==> config.mk <==
export PLATFORM = sky130hd
export DESIGN_NAME = memory_port_arbiter
export DESIGN_NICKNAME = d
export VERILOG_FILES = /design/src/rtl/memory_port_arbiter.sv
export SDC_FILE = /design/constraint.sdc
export NUM_CORES = 1
export LEC_CHECK = 0
export BUFFER_PORTS_ARGS = -buffer_cell sky130_fd_sc_hd__buf_4
export CAP_MARGIN = 20
export CORE_MARGIN = 2
export CORE_UTILIZATION = 43
export CTS_CLUSTER_DIAMETER = 200
export CTS_CLUSTER_SIZE = 25
export DETAILED_ROUTE_END_ITERATION = 8
export GPL_ROUTABILITY_DRIVEN = 0
export PLACE_DENSITY = 0.84
export SLEW_MARGIN = 10
export SYNTH_ARGS = -nofsm -noshare
export SYNTH_HDL_FRONTEND = slang
export SYNTH_SLANG_ARGS = --single-unit
==> constraint.sdc <==
create_clock -name clock -period 1.97 [get_ports clock]
set_input_delay 0.394 -clock clock [delete_from_list [all_inputs] [get_ports clock]]
set_output_delay 0.394 -clock clock [all_outputs]
set_load 0.02 [all_outputs]
==> src/rtl/memory_port_arbiter.sv <==
// Shares one external memory port between instruction fetch and the data path.
// Data side wins by default; fetch is forced after STARVE_LIMIT data grants.
//
//  state  | meaning
//  -------+--------------------------------------------------------------
//  IDLE   | no access in flight; arbitration happens here only
//  FETCH  | instruction read strobed, waiting for m_wait==0
//  DREAD  | data load strobed
//  DWRITE | data store strobed
//  XREAD  | exchange, read half; rolls straight into XWRITE
//  XWRITE | exchange, write half to the same address
module memory_port_arbiter #(
    parameter int ADDR_W       = 32,
    parameter int DATA_W       = 32,
    parameter int STARVE_LIMIT = 4
) (
    input  logic              clock,
    input  logic              reset_n,
    input  logic              f_req,
    input  logic [ADDR_W-1:0] f_addr,
    output logic              f_done,
    output logic [DATA_W-1:0] f_rdata,
    input  logic              d_req,
    input  logic              d_read,
    input  logic              d_write,
    input  logic [ADDR_W-1:0] d_addr,
    input  logic [DATA_W-1:0] d_wdata,
    output logic              d_done,
    output logic [DATA_W-1:0] d_rdata,
    output logic [ADDR_W-1:0] m_addr,
    output logic              m_read,
    output logic              m_write,
    output logic [DATA_W-1:0] m_wdata,
    input  logic [DATA_W-1:0] m_rdata,
    input  logic              m_wait,
    output logic              busy
);

    localparam int CNT_W = $clog2(STARVE_LIMIT + 1);
    localparam logic [CNT_W-1:0] LIMIT = CNT_W'(STARVE_LIMIT);

    typedef enum logic [2:0] {
        IDLE   = 3'd0,
        FETCH  = 3'd1,
        DREAD  = 3'd2,
        DWRITE = 3'd3,
        XREAD  = 3'd4,
        XWRITE = 3'd5
    } state_t;

    state_t           state;
    logic [CNT_W-1:0] starve_cnt;
    logic             data_elig;

    // A data request with neither direction flag is not a real request.
    assign data_elig = d_req & (d_read | d_write);

    always_ff @(posedge clock) begin
        if (!reset_n) begin
            state      <= IDLE;
            starve_cnt <= '0;
            f_done     <= 1'b0;
            f_rdata    <= '0;
            d_done     <= 1'b0;
            d_rdata    <= '0;
            m_addr     <= '0;
            m_read     <= 1'b0;
            m_write    <= 1'b0;
            m_wdata    <= '0;
            busy       <= 1'b0;
        end else begin
            f_done <= 1'b0;
            d_done <= 1'b0;
            case (state)
                IDLE: begin
                    if (f_req && starve_cnt == LIMIT) begin
                        state      <= FETCH;
                        m_addr     <= f_addr;
                        m_read     <= 1'b1;
                        starve_cnt <= '0;
                        busy       <= 1'b1;
                    end else if (data_elig) begin
                        m_addr  <= d_addr;
                        m_wdata <= d_wdata;
                        m_read  <= d_read;
                        m_write <= d_write & ~d_read;
                        busy    <= 1'b1;
                        if (d_read && d_write) state <= XREAD;
                        else if (d_read)       state <= DREAD;
                        else                   state <= DWRITE;
                        if (f_req && starve_cnt != LIMIT)
                            starve_cnt <= starve_cnt + 1'b1;
                    end else if (f_req) begin
                        state      <= FETCH;
                        m_addr     <= f_addr;
                        m_read     <= 1'b1;
                        starve_cnt <= '0;
                        busy       <= 1'b1;
                    end
                end
                FETCH: begin
                    if (!m_wait) begin
                        f_rdata <= m_rdata;
                        f_done  <= 1'b1;
                        m_read  <= 1'b0;
                        busy    <= 1'b0;
                        state   <= IDLE;
                    end
                end
                DREAD: begin
                    if (!m_wait) begin
                        d_rdata <= m_rdata;
                        d_done  <= 1'b1;
                        m_read  <= 1'b0;
                        busy    <= 1'b0;
                        state   <= IDLE;
                    end
                end
                XREAD: begin
                    // Switch straight to the write half so nothing can slip in between.
                    if (!m_wait) begin
                        d_rdata <= m_rdata;
                        m_read  <= 1'b0;
                        m_write <= 1'b1;
                        state   <= XWRITE;
                    end
                end
                DWRITE, XWRITE: begin
                    if (!m_wait) begin
                        d_done  <= 1'b1;
                        m_write <= 1'b0;
                        busy    <= 1'b0;
                        state   <= IDLE;
                    end
                end
                default: begin
                    state   <= IDLE;
                    m_read  <= 1'b0;
                    m_write <= 1'b0;
                    busy    <= 1'b0;
                end
            endcase
        end
    end

endmodule
=== After elaboration in Yosys (flattened, before gate mapping) ===
Cells that the tools add are included.

* Logic and storage cells: 86
* Memory bits (writable): 0
* ROM bits: 0
* Register bits after elaboration: 139
* Memories: 0
* Output and inout bits: 133
* Bits of input ports: 135
* Bits in latches: 0

* Shift-type cells: 0
* Bitwise gates (word level): 9
* Reductions and logical operators: 22
* Magnitude comparators: 0
* Equality and inequality tests: 15
* Multiplexer cells: 28
* Divide/modulo/power cells: 0
* $add $sub $neg: 1
* Multiply operators: 0

{| class="wikitable"
|+ Operator list
! kind !! number
|-
| $mux 32 || 3
|-
| $mux 3 || 10
|-
| $reduce_and 3->1 || 5
|-
| $ne 2x2->1 const B || 6
|-
| $mux 1 || 11
|-
| $reduce_and 2->1 || 5
|-
| $eq 3x3->1 const B || 3
|-
| $pmux 3 s3 || 1
|-
| $eq 3x2->1 const B || 2
|-
| $not 1->1 || 6
|-
| $pmux 1 s3 || 2
|-
| $reduce_or 2->1 || 3
|-
| $reduce_or 3->1 || 2
|-
| $reduce_and 5->1 || 1
|-
| $ne 4x4->1 const B || 1
|-
| $pmux 1 s4 || 1
|-
| $reduce_or 4->1 || 1
|-
| $add 3x1->3 const B || 1
|-
| $eq 3x1->1 const B || 1
|-
| $logic_and 1x1->1 || 3
|-
| $logic_not 3->1 || 1
|-
| $ne 3x1->1 const B || 1
|-
| $ne 3x3->1 const B || 1
|-
| $reduce_bool 3->1 || 1
|-
| other kinds (2) || 3
|}

=== Logic depth before layout (Yosys ltp) ===
* Depth in word-level cells: 5
* Mapped depth: 8
* Depth with buffers taken out: 6

=== Worst setup path before layout ===
OpenSTA, ideal clock, no wires.

* Kind: register to register
* From: register starve_cnt[0]
* To: register m_addr[10]
* Arrival: 1399 ps
* Path buffers: 1
* Required time: 1848 ps
* Path slack: 449 ps
* Library setup time: 122 ps
* Period minus slack after synthesis: 1521 ps
* Cell stages (with the launch flop): 8
* Path through: dfxtp_1 inv_1 ha_1 nand3_1 nand2_1 buf_2 mux2i_1 a21oi_1

* Longest elaborated chain between the ends: 4
* Elaborated cells between the ends (all ways): 5
* Those cells by class: eq/ne (1); mux (1); reduce/logical (3)

{| class="wikitable"
|+ RTL lines
! element !! line !! source
|-
| start, declared || 52 || <nowiki>logic [CNT_W-1:0] starve_cnt;</nowiki>
|-
| start signal, assigned || 92 || <nowiki>starve_cnt <= starve_cnt + 1'b1;</nowiki>
|-
| $eq 3x3->1 (*) || 76 || <nowiki>if (f_req && starve_cnt == LIMIT) begin</nowiki>
|-
| $logic_and 1x1->1 (*) || 76 ||
|-
| $reduce_bool 3->1 (no line) || n/a ||
|-
| $reduce_and 2->1 (no line) || n/a ||
|-
| end signal, assigned || 78 || <nowiki>m_addr <= f_addr;</nowiki>
|-
| end signal, assigned || 83 || <nowiki>m_addr <= d_addr;</nowiki>
|-
| end signal, assigned || 95 || <nowiki>m_addr <= f_addr;</nowiki>
|-
| end, declared || 30 || <nowiki>output logic [ADDR_W-1:0] m_addr,</nowiki>
|}

Every way passes the cells marked *; elsewhere a longest branch is shown, timed or not.
A chain may end at the register's enable or synchronous reset.

=== Worst setup path after layout ===
* From: register state[0]
* To: register f_rdata[23]

* Longest elaborated chain between the ends: 2

{| class="wikitable"
|+ RTL lines
! element !! line !! source
|-
| start, declared || 51 || <nowiki>state_t state;</nowiki>
|-
| start signal, assigned || 60 || <nowiki>state <= IDLE;</nowiki>
|-
| start signal, assigned || 77 || <nowiki>state <= FETCH;</nowiki>
|-
| start signal, assigned || 88 || <nowiki>if (d_read && d_write) state <= XREAD;</nowiki>
|-
| $eq 3x1->1 || 74 || <nowiki>case (state)</nowiki>
|-
| $reduce_and 2->1 (no line) || n/a ||
|-
| end signal, assigned || 103 || <nowiki>f_rdata <= m_rdata;</nowiki>
|-
| end, declared || 22 || <nowiki>output logic [DATA_W-1:0] f_rdata,</nowiki>
|}

No other way between the ends.

==> impl_summary.log <==
INFO  metric grt_pass1_vias = 5177
INFO  metric netlist_area = 5540 sq um
INFO  metric router_iterations_before_antenna_repair = 5
INFO  metric proportion_of_power_drawn_by_flip_flops_and_latches = 0.414
INFO  metric power_density = 918 nW/um^2
INFO  metric antenna_violating_nets_post_route = 0
INFO  metric ys_seq_elements = 139
INFO  metric clk_pin_slew_worst_paths = 0.06 ns
INFO  metric slowest_delay = 0.52 ns
INFO  metric fin_crit = 1.75 ns
INFO  metric worst_hold_path_type = primary input to flop
INFO  metric drive_above_1_share = 0.353
INFO  metric critPathSlowestCell = dfxtp_1
INFO  metric final_core_utilization = 0.657
INFO  metric synth_sequential_area_ratio = 0.502
INFO  metric grt_first_pass_wirelength = 25.8 mm
INFO  metric clock_path_buffers = 2
INFO  metric io_buffer_count = 267
INFO  metric p_r_area_growth_vs_syn = 49.7%
INFO  metric fin_crit_sh = 0.887
INFO  metric async_reset_ff_frac = 0
INFO  metric total_switching_power = 2.07 mW
INFO  metric cts_tree = built
INFO  metric ctsRootBufferMaster = clkbuf_16
INFO  metric path_max_fanout = 22
INFO  metric ys.flop_type = dfxtp_1
INFO  metric layout.cells.most_common = buf_4
INFO  metric clock_latency = 0.41 ns
INFO  metric synthesis.yosys.warnings = 0
INFO  metric power.share.clock = 0.389
INFO  metric maxClockFrequency = 572 MHz
INFO  metric finalNonFillerCells = 1072
INFO  metric gr-total-overflow = 0
INFO  metric synth_cell_types = 37
INFO  metric std_cell_rows = 41
INFO  metric detail_route.vias_per_cell = 4.92
INFO  metric leakage = 3.71 nW
INFO  metric deepest_level_of_the_cts_h_tree = 4
INFO  metric global_route.usage.total = 0.233
INFO  metric timing.max_slew.rel_slack = 0.754
INFO  metric clock-skew-final = 0.00617 ns
INFO  metric power_frac_comb = 0.197
INFO  metric detailed_place.area = 7740 sq um
INFO  metric avgSynthCellArea = 8.71 sq um
INFO  metric design.die.area = 13800 sq um
INFO  metric report.final.slew_viol_count = 0
INFO  metric power.ir.vdd_worst = 0.538 mV
INFO  metric first_iter_violations = 297
INFO  metric required = 2.29 ns
INFO  metric timing.max_cap.violations = 0
INFO  metric die_h = 117 microns
INFO  metric synth-edff-count = 0
INFO  metric cts_hold_buffers = 0
INFO  metric crit_chain = nor2b_4 -> and2_1 -> buf_4 -> nand2_1 -> a21boi_0
INFO  metric numCtsBuffers = 17
INFO  metric post_drt_wl_per_cell = 14.9 microns
INFO  metric fillers = 1072
INFO  metric floorplan.core_area = 12600 sq um
INFO  metric synthesis.instances = 636
INFO  metric fin_tns_setup = 0 ns
INFO  metric worstSetupEndpointType = flop
INFO  metric cts-resized-gates = 0
INFO  metric floorplan.io_pins = 268
INFO  metric start_util = 0.439
INFO  metric timing.final.setup_violations = 0
INFO  metric finalHoldWorstSlack = 0.237 ns
INFO  metric outcome = complete, no violations
INFO  metric drc = 0
INFO  metric dpl_wire_length = 11.2 mm
INFO  metric internal-power = 5.54 mW
INFO  metric place_inst = 1040
INFO  metric dr_total_vias = 5269
INFO  metric worstMarginPinSlew = 0.369 ns
INFO  metric routed_wl = 16.0 mm
INFO  metric cp-start-kind = flop
INFO  metric finalInstanceArea = 8290 sq um
INFO  metric hold_viol = 0
INFO  metric cts_num_sinks = 139
INFO  metric antenna_found_initial = 0
INFO  metric setup_bufs_post_cts = 0
INFO  metric mostFrequentLayoutCells = buf_4, nand2_1, dfxtp_1, a21boi_0, a21oi_1
INFO  metric cp.arrival = 2.07 ns
INFO  metric switching_share = 0.272
INFO  metric synth_nets = 773
INFO  metric grt_setup_unrepaired = false
INFO  metric die-width = 117 microns
INFO  metric grt_start_max_net_pins = 65
INFO  metric path_class = flop to flop
INFO  metric antenna_cells_inserted = 0
INFO  metric num-nets-final = 1024
worst max-delay path, delay by kind of cell (launching register included):
family | cells | cell delay (ns)
simple gates | 3 | 0.63
buf+inv | 1 | 0.30
compound gates | 1 | 0.21
flops | 1 | 0.52
metal layers:
metal	vias to the layer above	share of wire	GRT usage
li1	2635	-	-
met1	2415	0.42	0.275
met2	196	0.50	0.408
met3	23	0.060	0.0586
met4	0	0.019	0.0919
met5	-	0	0
synthesized netlist by cell type (4+ instances only):
cell type | number | area (sq um)
a21boi_0 | 80 | 601
a21boi_1 | 16 | 120
a21oi_1 | 38 | 190
buf_2 | 23 | 115
clkbuf_1 | 23 | 86.3
dfxtp_1 | 139 | 2780
inv_1 | 4 | 15.0
mux2i_1 | 34 | 340
nand2_1 | 199 | 747
nor2b_1 | 4 | 25.0
o21a_1 | 5 | 37.5
o21ai_0 | 35 | 175
stage by stage:
step / total power [mW] / setup slack [ns]
floorplan: 3.98 / 0.449
global placement: 4.68 / 0.309
detailed placement: 4.70 / 0.260
CTS: 7.67 / 0.226
global route: 7.95 / 0.0942
finish: 7.61 / 0.222
final timing paths:
kind / slack, ns / start / cells past startpoint / to
worst max-delay path: 0.22 / state[0] / 5 / f_rdata[23]
worst min-delay path: 0.24 / d_wdata[2] / 3 / m_wdata[2]
worst min register to register: 0.45 / d_rdata[10] / 2 / d_rdata[10]
worst max register to register: 0.22 / state[0] / 5 / f_rdata[23]
power by group through the flow:
stage / Combinational (mW) / Clock [mW] / Sequential [mW]
floorplan: 0.543 / 0 / 3.44
global placement: 1.48 / 0 / 3.20
detailed placement: 1.50 / 0 / 3.20
CTS: 1.51 / 3.02 / 3.15
global route: 1.61 / 3.17 / 3.17
finish: 1.50 / 2.96 / 3.15
cells by family after synthesis:
logic type,count (synthesis),share of synthesized area
multiplexers,34,0.0615
AND/OR/NAND/NOR,223,0.167
flip-flops,139,0.502
adder cells (fa/ha/maj),2,0.00452
AO/OA/AOI/OAI,184,0.219
buffers and inverters,53,0.0438
XOR/XNOR,1,0.00158
state kept, by name, summed over array words and instances (netlist names):
register / flops
busy: 1
d_done: 1
d_rdata: 32
f_done: 1
f_rdata: 32
m_addr: 32
m_read: 1
m_wdata: 32
m_write: 1
starve_cnt: 3
state: 3
final cells by class:
cell class | instances | area, sq um | share of cell area
flip-flops and latches | 139 | 2780 | 0.336
multi-input cells | 444 | 2520 | 0.304
repair buffers | 281 | 2210 | 0.267
clock buffers | 24 | 482 | 0.0581
well taps | 172 | 215 | 0.0260
clock inverters | 8 | 67.6 | 0.00815
inverters | 4 | 15.0 | 0.00181
No activity file was read; power rests on OpenSTA's default activity.
